<file path="src/rtl/log_range_reduce_if.sv">
// ---------------------------------------------------------------------------
// log_range_reduce_if
// Bundles the signals of the log range-reduction front-end.
//   in_valid / in_ready / in_a : operand handshake (unsigned Q16.16 operand)
//   cord_x / cord_y / cord_vld : normalised operand presented to the CORDIC
//   al_vld / al_exp / al_err   : exponent and zero flag aligned to CORDIC z
// master: operand source and result sink.  slave: log_range_reduce.
// ---------------------------------------------------------------------------
interface log_range_reduce_if;
  logic               in_valid;
  logic               in_ready;
  logic        [31:0] in_a;
  logic signed [31:0] cord_x;
  logic signed [31:0] cord_y;
  logic               cord_vld;
  logic               al_vld;
  logic signed [5:0]  al_exp;
  logic               al_err;

  modport master (
    output in_valid, in_a,
    input  in_ready, cord_x, cord_y, cord_vld, al_vld, al_exp, al_err
  );

  modport slave (
    input  in_valid, in_a,
    output in_ready, cord_x, cord_y, cord_vld, al_vld, al_exp, al_err
  );
endinterface

</file>
<file path="src/rtl/log_range_reduce.sv">
// ---------------------------------------------------------------------------
// log_range_reduce
// Normalises an unsigned Q16.16 operand a = m * 2^e with m in [0.5, 1) and
// presents x = m+1, y = m-1 (signed Q2.30) to a hyperbolic CORDIC, so that
// z = 2*atanh(y/x) = ln(m). The exponent e and a zero-operand flag are
// delayed by CORDIC_LAT cycles so they line up with the CORDIC result.
// Ports:
//   clk   : clock, rising edge
//   rst_n : asynchronous active-low reset
//   bus   : slave side of log_range_reduce_if (handshake, CORDIC drive,
//           aligned exponent/error outputs)
// ---------------------------------------------------------------------------
module log_range_reduce #(
  parameter int CORDIC_LAT = 19
) (
  input  logic                clk,
  input  logic                rst_n,
  log_range_reduce_if.slave   bus
);

  typedef enum logic [1:0] {IDLE, NORM, EMIT} state_t;

  state_t             state_q, state_d;
  logic        [31:0] s_q, s_d;
  logic        [5:0]  k_q, k_d;
  logic               zero_q, zero_d;
  logic               emit;

  logic signed [31:0] cord_x_q, cord_y_q;
  logic               cord_vld_q;
  logic signed [5:0]  exp_q;
  logic               err_q;

  logic               dl_vld_q [CORDIC_LAT];
  logic signed [5:0]  dl_exp_q [CORDIC_LAT];
  logic               dl_err_q [CORDIC_LAT];

  // e = 16 - k; k <= 31 keeps the result inside -15..+16.
  function automatic logic signed [5:0] exp_of(input logic [5:0] k);
    logic signed [6:0] t;
    t = 7'sd16 - $signed({1'b0, k});
    return t[5:0];
  endfunction

  assign bus.in_ready = (state_q == IDLE);

  // The transition into EMIT looks at the value s is about to take, so the
  // normalisation check costs no extra cycle: cord_vld lands S+1 cycles after
  // acceptance and the FSM is back in IDLE in that same cycle.
  always_comb begin
    state_d = state_q;
    s_d     = s_q;
    k_d     = k_q;
    zero_d  = zero_q;
    emit    = 1'b0;
    unique case (state_q)
      IDLE: begin
        if (bus.in_valid) begin
          s_d    = bus.in_a;
          k_d    = 6'd0;
          zero_d = (bus.in_a == 32'd0);
          if (bus.in_a == 32'd0 || bus.in_a[31]) state_d = EMIT;
          else                                   state_d = NORM;
        end
      end
      NORM: begin
        if (s_q[31:24] == 8'd0) begin
          s_d = s_q << 8;
          k_d = k_q + 6'd8;
        end else if (!s_q[31]) begin
          s_d = s_q << 1;
          k_d = k_q + 6'd1;
        end
        if (s_d[31]) state_d = EMIT;
      end
      EMIT: begin
        emit    = 1'b1;
        state_d = IDLE;
      end
      default: state_d = IDLE;
    endcase
  end

  always_ff @(posedge clk or negedge rst_n) begin
    if (!rst_n) begin
      state_q <= IDLE;
      s_q     <= '0;
      k_q     <= '0;
      zero_q  <= 1'b0;
    end else begin
      state_q <= state_d;
      s_q     <= s_d;
      k_q     <= k_d;
      zero_q  <= zero_d;
    end
  end

  // CORDIC operand registers: x = {01, m}, y = {11, m} in Q2.30; they hold
  // between operands and cord_vld qualifies the single meaningful cycle.
  always_ff @(posedge clk or negedge rst_n) begin
    if (!rst_n) begin
      cord_x_q   <= '0;
      cord_y_q   <= '0;
      cord_vld_q <= 1'b0;
      exp_q      <= '0;
      err_q      <= 1'b0;
    end else begin
      cord_vld_q <= emit;
      if (emit) begin
        cord_x_q <= zero_q ? 32'sd0 : $signed({2'b01, s_q[31:2]});
        cord_y_q <= zero_q ? 32'sd0 : $signed({2'b11, s_q[31:2]});
        exp_q    <= zero_q ? 6'sd0  : exp_of(k_q);
        err_q    <= zero_q;
      end
    end
  end

  // Alignment delay line, fed from the registered strobe so the tail entry
  // fires exactly CORDIC_LAT cycles after cord_vld; idle slots carry zeros.
  always_ff @(posedge clk or negedge rst_n) begin
    if (!rst_n) begin
      for (int i = 0; i < CORDIC_LAT; i++) begin
        dl_vld_q[i] <= 1'b0;
        dl_exp_q[i] <= '0;
        dl_err_q[i] <= 1'b0;
      end
    end else begin
      dl_vld_q[0] <= cord_vld_q;
      dl_exp_q[0] <= cord_vld_q ? exp_q : 6'sd0;
      dl_err_q[0] <= cord_vld_q & err_q;
      for (int i = 1; i < CORDIC_LAT; i++) begin
        dl_vld_q[i] <= dl_vld_q[i-1];
        dl_exp_q[i] <= dl_exp_q[i-1];
        dl_err_q[i] <= dl_err_q[i-1];
      end
    end
  end

  assign bus.cord_x   = cord_x_q;
  assign bus.cord_y   = cord_y_q;
  assign bus.cord_vld = cord_vld_q;
  assign bus.al_vld   = dl_vld_q[CORDIC_LAT-1];
  assign bus.al_exp   = dl_exp_q[CORDIC_LAT-1];
  assign bus.al_err   = dl_err_q[CORDIC_LAT-1];

endmodule

</file>
<file path="src/flat_wrapper.sv">
// flat-port wrapper written by rule: the top's interface ports become plain ports
module log_range_reduce_flat 
#(
  parameter int CORDIC_LAT = 19
)
  (clk, rst_n, bus_in_valid, bus_in_a, bus_in_ready, bus_cord_x, bus_cord_y, bus_cord_vld, bus_al_vld, bus_al_exp, bus_al_err);
  log_range_reduce_if bus_i ();
  input  logic clk;
  input  logic rst_n;
  input wire logic [$bits(bus_i.in_valid)-1:0] bus_in_valid;
  input wire logic [$bits(bus_i.in_a)-1:0] bus_in_a;
  output wire logic [$bits(bus_i.in_ready)-1:0] bus_in_ready;
  output wire logic [$bits(bus_i.cord_x)-1:0] bus_cord_x;
  output wire logic [$bits(bus_i.cord_y)-1:0] bus_cord_y;
  output wire logic [$bits(bus_i.cord_vld)-1:0] bus_cord_vld;
  output wire logic [$bits(bus_i.al_vld)-1:0] bus_al_vld;
  output wire logic [$bits(bus_i.al_exp)-1:0] bus_al_exp;
  output wire logic [$bits(bus_i.al_err)-1:0] bus_al_err;
  assign bus_i.in_valid = bus_in_valid;
  assign bus_i.in_a = bus_in_a;
  assign bus_in_ready = bus_i.in_ready;
  assign bus_cord_x = bus_i.cord_x;
  assign bus_cord_y = bus_i.cord_y;
  assign bus_cord_vld = bus_i.cord_vld;
  assign bus_al_vld = bus_i.al_vld;
  assign bus_al_exp = bus_i.al_exp;
  assign bus_al_err = bus_i.al_err;
  log_range_reduce #(.CORDIC_LAT(CORDIC_LAT)) u_core (.clk(clk), .rst_n(rst_n), .bus(bus_i));
endmodule
</file>
<file path="config.mk">
export PLATFORM = sky130hd
export DESIGN_NAME = log_range_reduce_flat
export DESIGN_NICKNAME = d
export VERILOG_FILES = /design/src/rtl/log_range_reduce_if.sv /design/src/rtl/log_range_reduce.sv /design/src/flat_wrapper.sv
export SDC_FILE = /design/constraint.sdc
export NUM_CORES = 1
export LEC_CHECK = 0
export CAP_MARGIN = 20
export CORE_ASPECT_RATIO = 0.5
export CORE_MARGIN = 2
export CORE_UTILIZATION = 40
export DETAILED_ROUTE_END_ITERATION = 10
export GPL_TIMING_DRIVEN = 0
export SKIP_LAST_GASP = 1
export SLEW_MARGIN = 20
export SYNTH_ARGS = -nofsm -noshare
export SYNTH_HDL_FRONTEND = slang
export SYNTH_SLANG_ARGS = --single-unit
export TNS_END_PERCENT = 30
</file>
<file path="constraint.sdc">
create_clock -name clk -period 1.5 [get_ports clk]
set_clock_uncertainty 0.05 [all_clocks]
set_input_delay 0.3 -clock clk [delete_from_list [all_inputs] [get_ports clk]]
set_output_delay 0.3 -clock clk [all_outputs]
set_load 0.1 [all_outputs]
</file>
After elaboration in Yosys (flattened, before gate mapping) --
Cells that the tools add are included. Widths: inputs -> output; s select.
Storage, ports and cells: output and inout bits 74, input port bits 35, logic and storage cells 103, bits in writable memories 0, bits in latches 0, register bits 265, memory bits (read-only) 0, memories kept 0
Operators by class: bitwise gates (word level) 1, add/subtract/negate cells 3, reduce and logical (&&, ||, !) cells 9, magnitude comparators 0, mux-type cells 18, eq/ne operators 5, $mul 0, div/mod/pow operators 0, shift-type cells 0
Operators by type and width (number):
- $mux 32 | 5
- $pmux 32 s2 | 1
- $logic_not 32->1 | 1
- $mux 31 | 1
- $mux 6 | 5
- $pmux 6 s2 | 1
- $logic_not 8->1 | 1
- $add 6x1->6 const B | 1
- $add 6x4->6 const B | 1
- $mux 2 | 3
- $reduce_and 2->1 | 3
- $sub 5x6->6 const A | 1
- $pmux 2 s2 | 1
- $ne 3x3->1 const B | 1
- $reduce_and 3->1 | 1
- $eq 2x1->1 const B | 1
- $eq 2x2->1 const B | 1
- $logic_not 2->1 | 1
- $ne 2x1->1 const B | 1
- $ne 2x2->1 const B | 1
- $reduce_bool 2->1 | 1
- $and 1x1->1 | 1
- $logic_or 1x1->1 | 1
- $mux 1 | 1

Depth between registers and ports, before layout --
Gate-level depths: netlist (run 1).
word-level depth 5, gate-level depth with buffers 7, mapped depth without buffers 5

Worst setup path before layout (run 1) --
No wires, ideal clock.
path kind register to register, from register u_core.state_q[1], to register u_core.zero_q, path buffers 2, library setup time 0.125 ns, arrival 2.640 ns, stages on the path, launching flop included 6, clock period less this slack 2.815 ns, setup slack -1.315 ns, required time 1.325 ns, cell sequence dfrtp_1 -> clkbuf_1 -> nor2_1 -> and2_1 -> clkbuf_1 -> mux2_2
Between the ends: word-level cells in the longest chain between the ends 2
Ends and longest elaborated chain:
- start: declaration | line log_range_reduce.sv:23 | state_t state_q, state_d;
- start signal: assignment | line log_range_reduce.sv:91 | state_q <= state_d;
- $logic_not 2->1
- named net bus_in_ready | line flat_wrapper.sv:12 | output wire logic [$bits(bus_i.in_ready)-1:0] bus_in_ready;
- $reduce_and 2->1 (no source line)
- end signal: assignment | line log_range_reduce.sv:94 | zero_q <= zero_d;
- end: declaration | line log_range_reduce.sv:26 | logic zero_q, zero_d;
The timed path passes the listed nets, and every way through them passes these cells. A chain may end at the register's enable or synchronous reset.

Worst setup path in the final report (run 1) --
from register u_core.s_q[31], to register u_core.s_q[7]
Between the ends: word-level cells in the longest chain between the ends 4, elaborated cells between the ends (all ways) 6, classes of those cells eq/ne: 1; mux: 3; reduce/logical: 2
Ends and longest elaborated chain:
- start: declaration | line log_range_reduce.sv:24 | logic [31:0] s_q, s_d;
- start signal: assignment | line log_range_reduce.sv:87 | s_q <= '0;
- start signal: assignment | line log_range_reduce.sv:92 | s_q <= s_d;
- $logic_not 8->1 | line log_range_reduce.sv:67 | if (s_q[31:24] == 8'd0) begin
- $mux 32 | line log_range_reduce.sv:67
- $mux 32 | line log_range_reduce.sv:56 | unique case (state_q)
- $pmux 32 s2 | line log_range_reduce.sv:56
Several ways; a longest one is shown, not always the timed one. The select of a mux whose other input is x is not followed.

==> impl_metrics.tcl, run 1 <==
set metrics [dict create \
    outcome "finished, violations left" \
    failed_checks "negative setup slack" \
    routedWlPerCell_um 15.67 \
    number_of_global_route_vias_before_repair 5191 \
    timing_worst_setup_path_type "reg -> reg" \
    finish.utilization_pct 56.98 \
    post-place-ws_ps -737.5 \
    worstPathArrival_ps 2030 \
    floorplan.die.width_um 204.6 \
    synthArstFlopShare_pct 100.0 \
    synthesis.area_mm2 0.008048 \
    number_of_antenna_violations_at_the_first_check_in_global_routing 0 \
    rsz0062_at_grt "true" \
    yosysWarnings 0 \
    most_common_cell_type_on_the_critical_path "buf_4" \
    critical-path-max-stage-delay_ps 440 \
    average_via_count_per_standard_cell 4.860 \
    syn-mean-instance-area_um2 13.28 \
    syn2layout_area_growth_pct 38.73 \
    dr_total_vias 5088 \
    yosys.cell_types.count 42 \
    place_area_mm2 0.009560 \
    worst_skew_pair.late_latency_ps 500 \
    crit_path_start_kind "register" \
    timing.setup.tns_ps -10390 \
    fill_cells 1609 \
    insertedDiodeCount 0 \
    multi_input_comb_area_mm2 0.001946 \
    cp_max_fo 7 \
    detail_route.drc_violations 0 \
    tritoncts.num_buffers 21 \
    num_rows 36 \
    tritoncts "built" \
    dp_hpwl_um 10380 \
    io_buffers 107 \
    layout-drive-gt1-share_pct 33.55 \
    min_path_type "in -> async" \
    finalCriticalPeriod_ps 1694 \
    place_congestion 0.8514 \
    critical_path.cell_chain "nor4_4 -> buf_4 -> a211oi_4 -> buf_4 -> a222oi_1 -> inv_1" \
    final_design_area_no_fill_mm2 0.01116 \
    crit_required_ps 1830 \
    grt_util_all_layers_pct 15.72 \
    hold_viol 0 \
    cts.clk_slew.worst_paths_ps 60 \
    max_freq_mhz 590.2 \
    synth_ff_type "dfrtp_1" \
    worst_setup_path_end_kind "register" \
    worst_slew_pin_slew_ps 487.6 \
    grt_first_pass_wirelength_um 27050 \
    fin_crit_sh_pct 112.9 \
    clock_tree.root_cell "clkbuf_16" \
    timing_max_transition_violations_final 0 \
    clockBufferDepth 3 \
    drc_marker_count_from_the_first_detailed_route_iteration 313 \
    layout.nets 805 \
    num_io_pins 109 \
    maximum_number_of_pins_on_one_net_before_global_route_repair 106 \
    design.die.area_mm2 0.02134 \
    clock_sink_count 232 \
    final_global_route_overflow_total 0 \
    slew_headroom_pct 67.19 \
    detail-route-antenna-nets 0 \
    die_height_um 104.3 \
    regArea_mm2 0.005838 \
    final-setup-viol-count 103 \
    mappedNetlistNets 645 \
    post_layout_worst_setup_margin_ps -194.2 \
    critPathSlowestCell "dfrtp_2" \
    rr_startpoint "u_core.s_q[31]" \
    ctsHtreeMaxLevel 1 \
    drt-pass1-iter-count 4 \
    cap_violations 0 \
    synth-edff-count 0 \
    critPathLaunch "u_core.s_q[31]" \
    seq_area_frac_synth_pct 72.14 \
    initial_utilization_pct 41.07 \
    floorplan.core_area_mm2 0.01959 \
    number_of_flip_flops_and_latches_in_the_synthesized_netlist 232 \
    synth_cells 606 \
    final_wirelength_um 16410 \
]
## metrics by stage
stage | instances | hold slack [ps]
finish | 1047 | 221.9
global route | 1047 | 244.9
CTS | 1038 | 216.0
detailed placement | 981 | 144.4
global placement | 979 | 281.8
floorplan | 606 | -45.59
## layer usage
| metal | up-vias | GRT usage (%) | routed length [µm] |
|---|---|---|---|
| met5 | - | 0 | 0 |
| li1 | 2350 | - | - |
| met4 | 0 | 3.416 | 269 |
| met3 | 23 | 3.070 | 695 |
| met2 | 119 | 25.31 | 7946 |
| met1 | 2596 | 22.19 | 7498 |
## sequential cells by signal, summed over array words and instances (netlist names)
signal / cells
u_core.bus.al_vld: 1
u_core.err_q: 1
u_core.bus.cord_vld: 1
u_core.state_q: 2
u_core.k_q: 6
u_core.bus.cord_y: 31
u_core.bus.al_err: 1
u_core.dl_vld_q: 18
u_core.dl_exp_q: 108
u_core.dl_err_q: 18
u_core.zero_q: 1
u_core.exp_q: 6
u_core.s_q: 32
u_core.bus.al_exp: 6
## cells in the mapped netlist, drive strengths merged (2+ instances only)
master | number | area share, %
nand2 | 39 | 1.8
or3 | 2 | 0.16
inv | 9 | 0.42
nand4 | 3 | 0.23
dfrtp | 232 | 72
a31oi | 24 | 1.9
ha | 4 | 0.62
nor4 | 10 | 0.93
clkbuf | 23 | 1.1
a21oi | 10 | 0.62
mux2 | 4 | 0.56
nor3b | 5 | 0.47
xor2 | 2 | 0.22
nand3 | 6 | 0.37
nand2b | 35 | 2.7
a22o | 6 | 0.65
xnor2 | 2 | 0.22
o21ai | 52 | 3.2
a22oi | 19 | 1.8
a21o | 2 | 0.19
o31ai | 3 | 0.28
buf | 48 | 4.3
a222oi | 3 | 0.37
nor2 | 20 | 0.93
and2 | 27 | 2.1
a221oi | 4 | 0.44
## cells by family (layout without fill, tap and decap cells)
kind of cell / after synthesis / in the layout / synth area share [%]
fa+ha+maj: 4 / 4 / 0.6219
xor+xnor: 4 / 4 / 0.4354
mux: 4 / 4 / 0.5597
simple gates: 151 / 151 / 10.06
other cells: 1 / 1 / 0.04660
buf+inv: 80 / 254 / 5.784
flops: 232 / 232 / 72.14
compound gates: 130 / 131 / 10.35
## worst paths after layout
path                            cells past startpoint             endpoint  slack (ps)
worst max-delay path                                6        u_core.s_q[7]        -190
worst min-delay path                                2    u_core.bus.al_err         220
worst max register to register                      6        u_core.s_q[7]        -190
worst min register to register                      0  u_core.dl_exp_q[90]         290
max in group asynchronous                           3  u_core.bus.cord_vld         400
min in group clk                                    0  u_core.dl_exp_q[90]         290
## area by class of cell
| type | instances | share of cell area, % |
|---|---|---|
| multi-input combinational | 295 | 17.43 |
| tap | 266 | 2.981 |
| buffer | 68 | 5.312 |
| sequential | 232 | 52.29 |
| inverter | 9 | 0.3026 |
| clock buffer | 31 | 5.491 |
| timing repair buffer | 139 | 15.36 |
| clock inverter | 7 | 0.8293 |
## placed cells by master (no fill, tap or decap), types with 4 or more instances in the layout
cell type        synthesis  routed
a21oi_1                 10       7
a22o_1                   6       6
a22oi_1                 19      18
a31oi_1                 24      24
and2_1                  27      26
buf_12                   0      45
buf_2                    6      21
buf_4                   42      58
buf_6                    0      25
clkbuf_1                23      11
clkbuf_16                0      22
clkbuf_2                 0       7
clkbuf_8                 0       9
clkdlybuf4s50_1          0      33
dfrtp_1                232     206
dfrtp_2                  0      26
ha_1                     4       4
inv_1                    8       8
nand2_1                 39      38
nand2b_1                35      32
nand3_2                  0       4
nor2_1                  20      18
nor3b_2                  0       4
nor4_1                   8       8
o21ai_0                 33      33
o21ai_1                 19      19
## critical path, delay by kind of cell (launching register included)
family                 cells  cell delay, ps
AO/OA/AOI/OAI              2             350
AND/OR/NAND/NOR            1             340
flip-flops                 1             440
buffers and inverters      3             390
## repair_timing
| action | in CTS | in global routing |
|---|---|---|
| pin swaps | 5 | 16 |
| cloned | 0 | 2 |
| buffers inserted | 21 | 7 |
| gates resized for setup | 621 | 38 |
| setup endpoints to repair | 151 | 146 |
| endpoints found under the hold margin | 36 | 0 |
| hold buffers | 1 | 0 |
Power of run 1 is not shown: default switching activity piles up to over one toggle a cycle in this logic, so the estimate is an artifact.
==> run 2: changes to the inputs <==
--- a/config.mk
+++ b/config.mk
@@ -6,11 +6,15 @@
 export NUM_CORES = 1
 export LEC_CHECK = 0
 export CAP_MARGIN = 20
+export CELL_PAD_IN_SITES_DETAIL_PLACEMENT = 2
+export CELL_PAD_IN_SITES_GLOBAL_PLACEMENT = 2
 export CORE_ASPECT_RATIO = 0.5
 export CORE_MARGIN = 2
-export CORE_UTILIZATION = 40
+export CORE_UTILIZATION = 37
 export DETAILED_ROUTE_END_ITERATION = 10
+export GPL_ROUTABILITY_DRIVEN = 0
 export GPL_TIMING_DRIVEN = 0
+export PLACE_DENSITY_LB_ADDON = 0.1
 export SKIP_LAST_GASP = 1
 export SLEW_MARGIN = 20
 export SYNTH_ARGS = -nofsm -noshare
==> constraint.sdc (replaced) <==
create_clock -name clk -period 1.94 [get_ports clk]
set_clock_uncertainty 0.05 [all_clocks]
set_input_delay 0.388 -clock clk [delete_from_list [all_inputs] [get_ports clk]]
set_output_delay 0.388 -clock clk [all_outputs]
set_load 0.1 [all_outputs]
==> impl_metrics.tcl, run 2 (synthesized netlist as in run 1, its figures left out) <==
set metrics [dict create \
    timing_max_transition_violations_final 0 \
    detail-route-antenna-nets 0 \
    min_path_type "reg -> reg" \
    grt_first_pass_wirelength_um 32840 \
    syn2layout_area_growth_pct 27.29 \
    initial_utilization_pct 37.45 \
    max_freq_mhz 458.4 \
    die_height_um 108.3 \
    worstPathArrival_ps 1740 \
    post_layout_worst_setup_margin_ps -241.4 \
    dp_hpwl_um 13240 \
    num_rows 38 \
    fill_cells 2114 \
    clock_sink_count 232 \
    dr_total_vias 5116 \
    number_of_antenna_violations_at_the_first_check_in_global_routing 0 \
    average_via_count_per_standard_cell 4.836 \
    ff2ff_setup_slack_ps 0 \
    io_buffers 107 \
    finalHoldWorstSlack_ps 300.0 \
    layout_commonest_cell "dfrtp_1" \
    largest_register_ffs 108 \
    worst_slew_pin_slew_ps 969.4 \
    critPathLaunch "u_core.bus.cord_y[11]" \
    final_wirelength_um 20260 \
    path_delay_family "buffers and inverters" \
    ctsHtreeMaxLevel 1 \
    drt-pass1-iter-count 4 \
    tritoncts.num_buffers 22 \
    layout-drive-gt1-share_pct 21.37 \
    clock_tree.root_cell "clkbuf_16" \
    maximum_number_of_pins_on_one_net_before_global_route_repair 108 \
    design.die.area_mm2 0.02302 \
    place_area_mm2 0.009563 \
    crit_cells 1 \
    layout.nets 781 \
    finalCriticalPeriod_ps 2181 \
    final-setup-viol-count 32 \
    worst_skew_pair.late_latency_ps 510 \
    reg2reg_to "u_core.k_q[4]" \
    number_of_global_route_vias_before_repair 5761 \
    critical-path-max-stage-delay_ps 840 \
    cp_max_fo 3 \
    final_design_area_no_fill_mm2 0.01024 \
    crit_path_start_kind "register" \
    cts.clk_slew.worst_paths_ps 60 \
    outcome "finished, violations left" \
    critPathSlowestCell "clkdlybuf4s15_1" \
    rr_startpoint "u_core.state_q[0]" \
    insertedDiodeCount 0 \
    clockBufferDepth 3 \
    tritoncts "built" \
    failed_checks "negative setup slack" \
    crit_path_end "bus_cord_x[11]" \
    routedWlPerCell_um 19.15 \
    drc_marker_count_from_the_first_detailed_route_iteration 270 \
    post-place-ws_ps -444.1 \
    floorplan.die.width_um 212.6 \
    top_register "u_core.dl_exp_q" \
    slew_headroom_pct 35.63 \
    timing_worst_setup_path_type "reg -> out" \
    worstHoldPathCells 0 \
    num_io_pins 109 \
    crit_required_ps 1500 \
    worstRegToRegCells 7 \
    floorplan.core_area_mm2 0.02149 \
    final_global_route_overflow_total 0 \
    cap_violations 0 \
    hold_viol 0 \
    cp.buffers_inverters 1 \
    critical_path.cell_chain "clkdlybuf4s15_1" \
    grt_util_all_layers_pct 18.52 \
    rsz0062_at_grt "true" \
    detail_route.drc_violations 0 \
    fin_crit_sh_pct 112.4 \
    worst_setup_path_end_kind "primary output" \
    final_cell_mix "dfrtp_1 (230), buf_4 (46), buf_2 (41)" \
]
[run 2: changes by cell type in the layout (fill, tap and decap cells not counted), moves of 20 or more]
cell,previous run,this run
clkdlybuf4s15_1,0,20
buf_2,21,41
buf_6,25,1
dfrtp_1,206,230
dfrtp_2,26,2
buf_12,45,0
[run 2: repair_timing]
action,CTS,global route
gates resized for setup,247,39
hold buffers,1,0
endpoints found under the setup margin,138,118
setup buffers,0,3
hold endpoints to repair,45,0
pin swaps,0,3
[run 2: through the flow]
| step | TNS (ps) | cells | util, % |
|---|---|---|---|
| after CTS | -16730 | 1056 | 47.32 |
| after detailed placement | -15430 | 1015 | 44.50 |
| after floorplan | 0 | 606 | - |
| after global routing | -9056 | 1058 | 47.67 |
| final | -6911 | 1058 | 47.67 |
| after global placement | -2078940 | 1013 | 44.22 |
[run 2: area by class of cell]
type / count / area (µm²) / share of cell area, %
buffer: 70 / 451.7 / 4.409
clock buffer: 30 / 640.6 / 6.254
clock inverter: 10 / 141.4 / 1.380
inverter: 9 / 33.78 / 0.3298
multi-input combinational: 294 / 1818 / 17.75
sequential: 232 / 5808 / 56.70
tap: 300 / 375.4 / 3.664
timing repair buffer: 113 / 974.7 / 9.515
[run 2: layer usage]
metal / track usage (%) / wire length [µm] / vias up
li1: - / - / 2297
met1: 25.56 / 9375 / 2714
met2: 31.07 / 9938 / 84
met3: 3.108 / 650 / 21
met4: 4.046 / 295 / 0
met5: 0 / 0 / -
[run 2: how the worst min path moves through the flow]
stage / startpoint / end / slack [ps]
2_1_floorplan: rst_n / u_core.bus.al_err / 40
3_3_place_gp: u_core.dl_vld_q[18] / u_core.dl_vld_q[17] / 280
3_5_place_dp: rst_n / u_core.bus.al_err / 260
4_1_cts: u_core.dl_exp_q[45] / u_core.dl_exp_q[39] / 300
5_1_grt: u_core.dl_vld_q[3] / u_core.dl_vld_q[2] / 300
6_report: u_core.dl_exp_q[45] / u_core.dl_exp_q[39] / 300
[run 2: worst reg2reg max path, delay by kind of cell (launching register included)]
kind / cells / cell delay (ps)
buffers and inverters: 3 / 640
AO/OA/AOI/OAI: 3 / 550
flip-flops: 1 / 360
AND/OR/NAND/NOR: 1 / 200
Power of run 2 is left out for the same reason.
==> run 3: changes to the inputs <==
--- a/config.mk
+++ b/config.mk
@@ -5,7 +5,6 @@
 export SDC_FILE = /design/constraint.sdc
 export NUM_CORES = 1
 export LEC_CHECK = 0
-export CAP_MARGIN = 20
 export CELL_PAD_IN_SITES_DETAIL_PLACEMENT = 2
 export CELL_PAD_IN_SITES_GLOBAL_PLACEMENT = 2
 export CORE_ASPECT_RATIO = 0.5
==> results of run 3 <==
The final DEF is identical to that of run 2; final timing and power are the same.
Power of run 3 is left out for the same reason.
